**src/rtl/mem_ctrl_pkg.sv**
```systemverilog
`default_nettype none
// ============================================================================
//  Module      : mem_ctrl_pkg
//  Description : Shared definitions for mem_ctrl: FSM state encoding,
//                transfer-length codes and byte-counter width.
//  Revision    : 1.0 - initial release
// ============================================================================
package mem_ctrl_pkg;

    // Byte counter width; a transfer never exceeds 4 bytes plus one
    // trailing read-capture cycle, so counts 0..4 must fit.
    localparam int CNT_W = 3;

    // Transfer length codes on mem_len_i; any 1x code means a full word.
    localparam logic [1:0] LEN_BYTE = 2'b00;
    localparam logic [1:0] LEN_HALF = 2'b01;

    // Instruction fetches are always a full word.
    localparam logic [CNT_W-1:0] IF_BYTES = 3'd4;

    typedef enum logic [1:0] {
        ST_IDLE   = 2'd0,
        ST_IF_RD  = 2'd1,
        ST_MEM_RD = 2'd2,
        ST_MEM_WR = 2'd3
    } state_t;

    // Number of bytes moved for a given length code.
    function automatic logic [CNT_W-1:0] len_to_bytes(input logic [1:0] len);
        case (len)
            LEN_BYTE: return 3'd1;
            LEN_HALF: return 3'd2;
            default:  return 3'd4;
        endcase
    endfunction

endpackage
`default_nettype wire

```
**src/rtl/mem_ctrl_fetch_buf.sv**
```systemverilog
`default_nettype none
// ============================================================================
//  Module      : fetch_buf
//  Description : One-entry instruction fetch buffer (valid, tag, data).
//                Hits on an exact fetch-address match; filled when a RAM
//                fetch completes; dropped when a written byte lands in any
//                word the cached fetch covers. Only instantiated by mem_ctrl
//                when MEM_CTRL_FETCH_BUF_EN is defined.
//  Revision    : 1.0 - initial release
// ============================================================================
module fetch_buf #(
    parameter int ADDR_W = 32
) (
    input  logic              clk,
    input  logic              rst_n,
    input  logic [ADDR_W-1:0] lookup_addr,
    output logic              hit,
    output logic [31:0]       hit_data,
    input  logic              fill_en,
    input  logic [ADDR_W-1:0] fill_addr,
    input  logic [31:0]       fill_data,
    input  logic              wr_en,
    input  logic [ADDR_W-3:0] wr_word
);

    logic              valid;
    logic [ADDR_W-1:0] tag;
    logic [31:0]       data;
    logic [ADDR_W-3:0] tag_word;
    logic [ADDR_W-3:0] tag_word_end;
    logic              wr_clash;

    // An unaligned fetch spills into the following word, so both words
    // it touches are guarded against stores.
    assign tag_word     = tag[ADDR_W-1:2];
    assign tag_word_end = tag_word + {{(ADDR_W-3){1'b0}}, |tag[1:0]};
    assign wr_clash     = wr_en && ((wr_word == tag_word) || (wr_word == tag_word_end));

    assign hit      = valid && (lookup_addr == tag);
    assign hit_data = data;

    // Entry update: a completed fetch refills, an overlapping store invalidates.
    always_ff @(posedge clk or negedge rst_n) begin
        if (!rst_n) begin
            valid <= 1'b0;
            tag   <= '0;
            data  <= '0;
        end else if (fill_en) begin
            valid <= 1'b1;
            tag   <= fill_addr;
            data  <= fill_data;
        end else if (wr_clash) begin
            valid <= 1'b0;
        end
    end

endmodule
`default_nettype wire

```
**src/rtl/mem_ctrl.sv**
```systemverilog
`default_nettype none
// ============================================================================
//  Module      : mem_ctrl
//  Description : Arbitrates an instruction-fetch read port and a load/store
//                port onto one byte-wide synchronous RAM. Multi-byte accesses
//                are serialised byte by byte, little-endian, zero-extended.
//                Optional fetch buffer: define MEM_CTRL_FETCH_BUF_EN.
//  Revision    : 1.0 - initial release
// ============================================================================
module mem_ctrl #(
    parameter int ADDR_W = 32
) (
    input  logic              clk,
    input  logic              rst_n,
    // instruction-fetch read port
    input  logic              if_r_enable_i,
    input  logic [ADDR_W-1:0] if_addr_i,
    output logic [31:0]       if_data_o,
    output logic              if_busy_o,
    output logic              if_done_o,
    // load/store port
    input  logic              mem_r_enable_i,
    input  logic              mem_w_enable_i,
    input  logic [ADDR_W-1:0] mem_addr_i,
    input  logic [31:0]       mem_wdata_i,
    input  logic [1:0]        mem_len_i,
    output logic [31:0]       mem_rdata_o,
    output logic              mem_busy_o,
    output logic              mem_done_o,
    // byte-wide RAM
    output logic [ADDR_W-1:0] ram_addr_o,
    output logic [7:0]        ram_wdata_o,
    output logic              ram_we_o,
    input  logic [7:0]        ram_rdata_i
);

    import mem_ctrl_pkg::*;

    state_t            state;
    state_t            state_nxt;
    logic [CNT_W-1:0]  cnt;
    logic [CNT_W-1:0]  next_cnt;
    logic [CNT_W-1:0]  nbytes;
    logic [ADDR_W-1:0] req_addr;
    logic [31:0]       req_wdata;
    logic [31:0]       asm_data;
    logic [31:0]       rd_word;
    logic [1:0]        rd_lane;

    logic              mem_req;
    logic              mem_ok;
    logic              if_ok;
    logic              accept_mem;
    logic              accept_if;
    logic              if_hit;
    logic              xfer_end;
    logic              fb_hit;
    logic [31:0]       fb_data;

    // A port whose done is showing may not be re-accepted that same cycle;
    // its requester is still holding the old request.
    assign mem_req  = mem_r_enable_i | mem_w_enable_i;
    assign mem_ok   = mem_req & ~mem_done_o;
    assign if_ok    = if_r_enable_i & ~if_done_o;
    assign next_cnt = cnt + 3'd1;

    assign if_busy_o  = rst_n & if_r_enable_i & ~if_done_o;
    assign mem_busy_o = rst_n & mem_req & ~mem_done_o;

    // The byte arriving now belongs to the address issued one cycle earlier.
    assign rd_lane = cnt[1:0] - 2'd1;

    // Merge the arriving RAM byte into the partially assembled word.
    always_comb begin
        rd_word = asm_data;
        rd_word[{rd_lane, 3'b000} +: 8] = ram_rdata_i;
    end

`ifdef MEM_CTRL_FETCH_BUF_EN
    fetch_buf #(
        .ADDR_W      (ADDR_W)
    ) u_fetch_buf (
        .clk         (clk),
        .rst_n       (rst_n),
        .lookup_addr (if_addr_i),
        .hit         (fb_hit),
        .hit_data    (fb_data),
        .fill_en     ((state == ST_IF_RD) && xfer_end),
        .fill_addr   (req_addr),
        .fill_data   (rd_word),
        .wr_en       (ram_we_o),
        .wr_word     (ram_addr_o[ADDR_W-1:2])
    );
`else
    assign fb_hit  = 1'b0;
    assign fb_data = 32'd0;
`endif

    // State register.
    always_ff @(posedge clk or negedge rst_n) begin
        if (!rst_n) begin
            state <= ST_IDLE;
        end else begin
            state <= state_nxt;
        end
    end

    // Arbitration and transfer sequencing; MEM beats IF, write beats read.
    always_comb begin
        state_nxt  = state;
        accept_mem = 1'b0;
        accept_if  = 1'b0;
        if_hit     = 1'b0;
        xfer_end   = 1'b0;
        case (state)
            ST_IDLE: begin
                if (mem_ok) begin
                    accept_mem = 1'b1;
                    state_nxt  = mem_w_enable_i ? ST_MEM_WR : ST_MEM_RD;
                end else if (if_ok) begin
                    accept_if = 1'b1;
                    if (fb_hit) begin
                        if_hit = 1'b1;
                    end else begin
                        state_nxt = ST_IF_RD;
                    end
                end
            end
            // Reads need one extra cycle to capture the last byte.
            ST_IF_RD, ST_MEM_RD: begin
                if (cnt == nbytes) begin
                    xfer_end  = 1'b1;
                    state_nxt = ST_IDLE;
                end
            end
            ST_MEM_WR: begin
                if (cnt == nbytes - 3'd1) begin
                    xfer_end  = 1'b1;
                    state_nxt = ST_IDLE;
                end
            end
            default: state_nxt = ST_IDLE;
        endcase
    end

    // Request capture, RAM drive, byte assembly and done/result registers.
    always_ff @(posedge clk or negedge rst_n) begin
        if (!rst_n) begin
            cnt         <= '0;
            nbytes      <= '0;
            req_addr    <= '0;
            req_wdata   <= '0;
            asm_data    <= '0;
            ram_addr_o  <= '0;
            ram_wdata_o <= '0;
            ram_we_o    <= 1'b0;
            if_data_o   <= '0;
            mem_rdata_o <= '0;
            if_done_o   <= 1'b0;
            mem_done_o  <= 1'b0;
        end else begin
            if_done_o  <= 1'b0;
            mem_done_o <= 1'b0;
            case (state)
                ST_IDLE: begin
                    if (accept_mem) begin
                        req_addr   <= mem_addr_i;
                        req_wdata  <= mem_wdata_i;
                        nbytes     <= len_to_bytes(mem_len_i);
                        cnt        <= '0;
                        asm_data   <= '0;
                        ram_addr_o <= mem_addr_i;
                        if (mem_w_enable_i) begin
                            ram_we_o    <= 1'b1;
                            ram_wdata_o <= mem_wdata_i[7:0];
                        end
                    end else if (accept_if) begin
                        if (if_hit) begin
                            if_done_o <= 1'b1;
                            if_data_o <= fb_data;
                        end else begin
                            req_addr   <= if_addr_i;
                            nbytes     <= IF_BYTES;
                            cnt        <= '0;
                            asm_data   <= '0;
                            ram_addr_o <= if_addr_i;
                        end
                    end
                end
                ST_IF_RD, ST_MEM_RD: begin
                    cnt <= next_cnt;
                    if (cnt != '0) begin
                        asm_data <= rd_word;
                    end
                    // Address holds at the last byte during the capture cycle.
                    if (next_cnt < nbytes) begin
                        ram_addr_o <= req_addr + ADDR_W'(next_cnt);
                    end
                    if (xfer_end) begin
                        if (state == ST_IF_RD) begin
                            if_done_o <= 1'b1;
                            if_data_o <= rd_word;
                        end else begin
                            mem_done_o  <= 1'b1;
                            mem_rdata_o <= rd_word;
                        end
                    end
                end
                ST_MEM_WR: begin
                    cnt <= next_cnt;
                    if (xfer_end) begin
                        ram_we_o   <= 1'b0;
                        mem_done_o <= 1'b1;
                    end else begin
                        ram_addr_o  <= req_addr + ADDR_W'(next_cnt);
                        ram_wdata_o <= req_wdata[{next_cnt[1:0], 3'b000} +: 8];
                    end
                end
                default: ;
            endcase
        end
    end

endmodule
`default_nettype wire

```
**config.mk**
```make
export PLATFORM = sky130hd
export DESIGN_NAME = mem_ctrl
export DESIGN_NICKNAME = d
export VERILOG_FILES = /design/src/rtl/mem_ctrl_pkg.sv /design/src/rtl/mem_ctrl_fetch_buf.sv /design/src/rtl/mem_ctrl.sv
export SDC_FILE = /design/constraint.sdc
export NUM_CORES = 1
export LEC_CHECK = 0
export BUFFER_PORTS_ARGS = -buffer_cell sky130_fd_sc_hd__buf_2
export CAP_MARGIN = 40
export CORE_ASPECT_RATIO = 1.4
export CORE_MARGIN = 5
export CORE_UTILIZATION = 50
export CTS_BUF_LIST = sky130_fd_sc_hd__clkbuf_4
export CTS_CLUSTER_DIAMETER = 120
export DETAILED_ROUTE_END_ITERATION = 8
export MAX_ROUTING_LAYER = met4
export PLACE_DENSITY_LB_ADDON = 0.3
export SLEW_MARGIN = 20
export SYNTH_ARGS = -nofsm -noshare
export SYNTH_HDL_FRONTEND = slang
export SYNTH_SLANG_ARGS = --single-unit
```
**constraint.sdc**
```tcl
create_clock -name clk -period 10.2 [get_ports clk]
set_clock_uncertainty 0.15 [all_clocks]
set_input_delay 2.04 -clock clk [delete_from_list [all_inputs] [get_ports clk]]
set_output_delay 2.04 -clock clk [all_outputs]
set_load 0.03 [all_outputs]
```
==> results.txt <==
* Total power per unit cell area: roughly 370 nW/um2
* Xor/xnor share of the synthesized area: 0.0196
* Number of max-slew violations in the final report: 0
* Slew at the pin closest to its max-slew limit: 0.755 ns
- Syn nets: around 1.1k
- After detailed routing, the number of vias per cell comes to 5.62.
- Final Hold Viols: 0
* Initial standard-cell utilization of the core: 0.510
* Hpwl dp: 19500 um
- Class of the most critical setup path: in2out
* Commonest cells after routing, fill and taps aside: 218 x sky130_fd_sc_hd__buf_2, 211 x sky130_fd_sc_hd__dfrtp_1, 77 x sky130_fd_sc_hd__a21oi_1, 77 x sky130_fd_sc_hd__mux2_2, 74 x sky130_fd_sc_hd__nand2_1
- The most used flip-flop cell after synthesis is sky130_fd_sc_hd__dfrtp_1.
- Number of antenna violations at the first check in global routing: 3
- CP required: approximately 8 ns
* Max stage delay cell, worst path: sky130_fd_sc_hd__nor2b_1
* Max H-tree Level: 2
- The flow ran to the end, and the final reports show no timing, DRC or antenna violations.
- The first global-routing pass estimated around 45000 um of wire.
- Number of global-route vias before repair: slightly below 9k
- In this run the post-CTS setup repair buffer count came out at 0.
* WP buf/inv: 2
* IO Count: 220
* Number of library cell types mapped by synthesis: 70
* Port bufs: 219
- For this run, the number of Yosys warnings is 0.
* Setup TNS: 0 ns
- Of the total synthesized cell area, the portion taken by AND, OR, NAND and NOR gates is 0.127.
* Area growth from synthesis to layout: 18.0%
- Post-synthesis instance area: approximately 11000 um2
- OpenSTA, run right after detailed placement, puts the worst setup slack at 5.04 ns.
- The worst setup path is launched from an input pin.
* Clock tree sinks: about 210
* Final worst path period share: 0.504
- Number of flip-flops and latches in the synthesized netlist: 211
* Combinational family with the most area after synthesis: compound AO/OA/AOI/OAI gates
- In this design, the critical path's most frequently occurring cell is sky130_fd_sc_hd__buf_2.
- Hold-fix buffer count after cts: 0
- The worst register-to-register path has a setup slack of a little over 6 ns.
* Buffers from clock root to sink, at most: 3
- After synthesis, the share of flip-flops with an asynchronous set or reset is 1.00.
* Arrival @ worst endpoint: ~3 ns
* Peak supply drop: between 0.15 and 0.2 mV
- Worst-skew pair later-pin latency: 0.65 ns
- Final critical delay including setup and external delays: 5.14 ns
- Of the total synthesized cell area, the portion taken by full adders, half adders and majority gates is 0.0221.
* Critical Path Fanout Max: 4
- Of the total power, the clock network draws 0.147.
- The total overflow left after global routing is 0.
- For this run, the register share of the synthesized area comes to 0.502.
- The portion of synthesized area spent on multiplexers is 0.129.
* Nature of the critical path endpoint: output pin
- Cell family with the largest share of critical-path delay: simple AND/OR/NAND/NOR gates
- Total via count in the routed design: roughly 8.4k
- Net switching fraction of the power: 0.458
* Highest clock rate: 0.195 GHz
- Total net switching power: ~2100 uW
- Clock-pin transition on the worst setup and hold timing paths: around 0.070 ns
- Unrepaired setup endpoints after global routing: false
- Global-route usage over all layers: 0.233
- The floorplan step defined a die boundary enclosing about 24000 um2.
- Int Pwr: 2500 uW
- Routability Congestion: 0.850
* Fill cell total of the finished layout: approximately 1.8k
* Pin count of the biggest net entering global routing: between 60 and 70
* Most common library cell in the layout ignoring fill and taps: sky130_fd_sc_hd__buf_2
* Total wirelength of the detailed-routed design: 27300 um
- Num CTS Buffers: 52
* Number of placement rows: 62
- Of the total power, combinational logic draws 0.530.
* Setup ws final: about 5.1 ns
- Number of enable flip-flop cells after synthesis: 0
* Sequential share of power: 0.323
- Headroom to the max-slew limit came out at 0.495.
* Standard cell core area: 20600 um2
- On the worst path, the slowest cell contributes a delay of roughly 0.45 ns.
- The die is 133 um wide.
- # DRC: 0
- The complex-gate fraction of the synthesized area was 0.159.
* Detailed router's first-iteration violation count: 502
* Synthesized area per cell: around 11 um2
* Fraction of layout cells with a size suffix above 1: 0.330
- The tool flagged a number of max-cap violations equal to 0.
- The analysis attributes to cell leakage a power of ~0.0055 uW.
* Cells resized by post-CTS repair: 0
* # nets final: around 1.3k
- Pre-Repair DR Iteration Count: 5
- Die Ht: 182 um
- Final setup viols: 0
- Count of nets left with antenna violations after detail routing: 0
* Sequence of cells on the critical path: buf_2 > nor2b_1 > and2_1 > buf_2
- Synthesized instance count: 983
- TritonCTS built the clock tree.
- In this run the worst hold path is classified as reg2reg.
- The root buffer cell chosen for the clock tree is sky130_fd_sc_hd__clkbuf_4.
- After detailed routing, the average wire length per cell comes to between 15 and 20 um.
[sequential cells by signal, indices dropped and copies added, names as in the netlist]
signal       flops
asm_data        32
state            2
nbytes           3
mem_rdata_o     32
req_wdata       32
ram_we_o         1
cnt              3
if_data_o       32
ram_wdata_o      8
if_done_o        1
mem_done_o       1
ram_addr_o      32
req_addr        32
[cells by family (layout without fill, tap and decap cells)]
family,Yosys count,in the layout
buffers and inverters,86,344
multiplexers,116,116
AO/OA/AOI/OAI,261,261
other,0,3
XOR/XNOR,22,22
flip-flops,211,211
AND/OR/NAND/NOR,269,269
adder cells (fa/ha/maj),18,18
[synthesized netlist by cell type (10+ instances only)]
library cell               instances  share of area
sky130_fd_sc_hd__nor3_1           11         0.0052
sky130_fd_sc_hd__nand4_1          14         0.0083
sky130_fd_sc_hd__a31oi_1          31          0.018
sky130_fd_sc_hd__nor2_1           72          0.026
sky130_fd_sc_hd__o21a_1           10         0.0071
sky130_fd_sc_hd__dfrtp_1         211           0.50
sky130_fd_sc_hd__mux2i_1          29          0.028
sky130_fd_sc_hd__o211ai_1         17          0.012
sky130_fd_sc_hd__o21ai_0          60          0.029
sky130_fd_sc_hd__nand2_1          74          0.026
sky130_fd_sc_hd__clkbuf_1         25         0.0089
sky130_fd_sc_hd__a22o_1           10         0.0083
sky130_fd_sc_hd__inv_1            23         0.0082
sky130_fd_sc_hd__and3_1           12         0.0071
sky130_fd_sc_hd__nor2b_1          37          0.022
sky130_fd_sc_hd__nand3_1          10         0.0048
sky130_fd_sc_hd__buf_2            25          0.012
sky130_fd_sc_hd__o31ai_1          13         0.0093
sky130_fd_sc_hd__a21oi_1          77          0.037
sky130_fd_sc_hd__xnor2_1          14          0.012
sky130_fd_sc_hd__ha_1             17          0.020
sky130_fd_sc_hd__mux2_2           77          0.082
[layout make-up]
class                      count  area [um2]  share of cell area
antenna                        3        7.51            0.000605
clock buffer                  72         541              0.0436
clock inverter                15        85.1             0.00686
inverter                      24        90.1             0.00726
multi-input combinational    686        4840               0.390
sequential                   211        5280               0.425
tap                          256         320              0.0258
timing repair buffer         233        1250               0.101
[layer usage]
layer	share of wire	global-route usage	vias up
met3	0.053	0.0437	61
met2	0.54	0.423	260
li1	-	-	4028
met1	0.38	0.255	4077
met5	0	-	-
met4	0.028	0.0824	0
[power groups by stage]
stage / Sequential, uW / Clock, uW / Combinational (uW)
after floorplan: 1850 / 0 / 1450
after global placement: 1490 / 0 / 2370
after detailed placement: 1510 / 0 / 2440
after CTS: 1500 / 699 / 2440
after global routing: 1540 / 743 / 2660
final: 1490 / 678 / 2440
[through the flow]
| stage | instances | instance area (um2) | hold WS [ns] | utilization | total power [uW] |
|---|---|---|---|---|---|
| global route | 1500 | 12400 | 0.347 | 0.601 | 4940 |
| global placement | 1407 | 11700 | 0.302 | 0.568 | 3870 |
| floorplan | 983 | 10500 | 0.291 | - | 3290 |
| detailed placement | 1408 | 11700 | 0.308 | 0.569 | 3940 |
| CTS | 1495 | 12400 | 0.323 | 0.599 | 4640 |
| finish | 1500 | 12400 | 0.323 | 0.601 | 4600 |
[tightest hold or removal path, cell delays in order (launching register included)]
cell	delay, ns
sky130_fd_sc_hd__dfrtp_1	0.34
sky130_fd_sc_hd__nand2_1	0.05
sky130_fd_sc_hd__o31ai_1	0.05
[final timing paths]
| path | start | endpoint | cells after the start |
|---|---|---|---|
| worst max-delay path | if_r_enable_i | if_busy_o | 4 |
| worst min-delay path | asm_data[14] | asm_data[14] | 2 |
| worst max register to register | cnt[0] | ram_addr_o[24] | 10 |
| worst min register to register | asm_data[14] | asm_data[14] | 2 |
| max in group asynchronous | rst_n | if_data_o[23] | 4 |
| min in group asynchronous | rst_n | if_data_o[25] | 1 |
(Power assumes the default switching activity.)
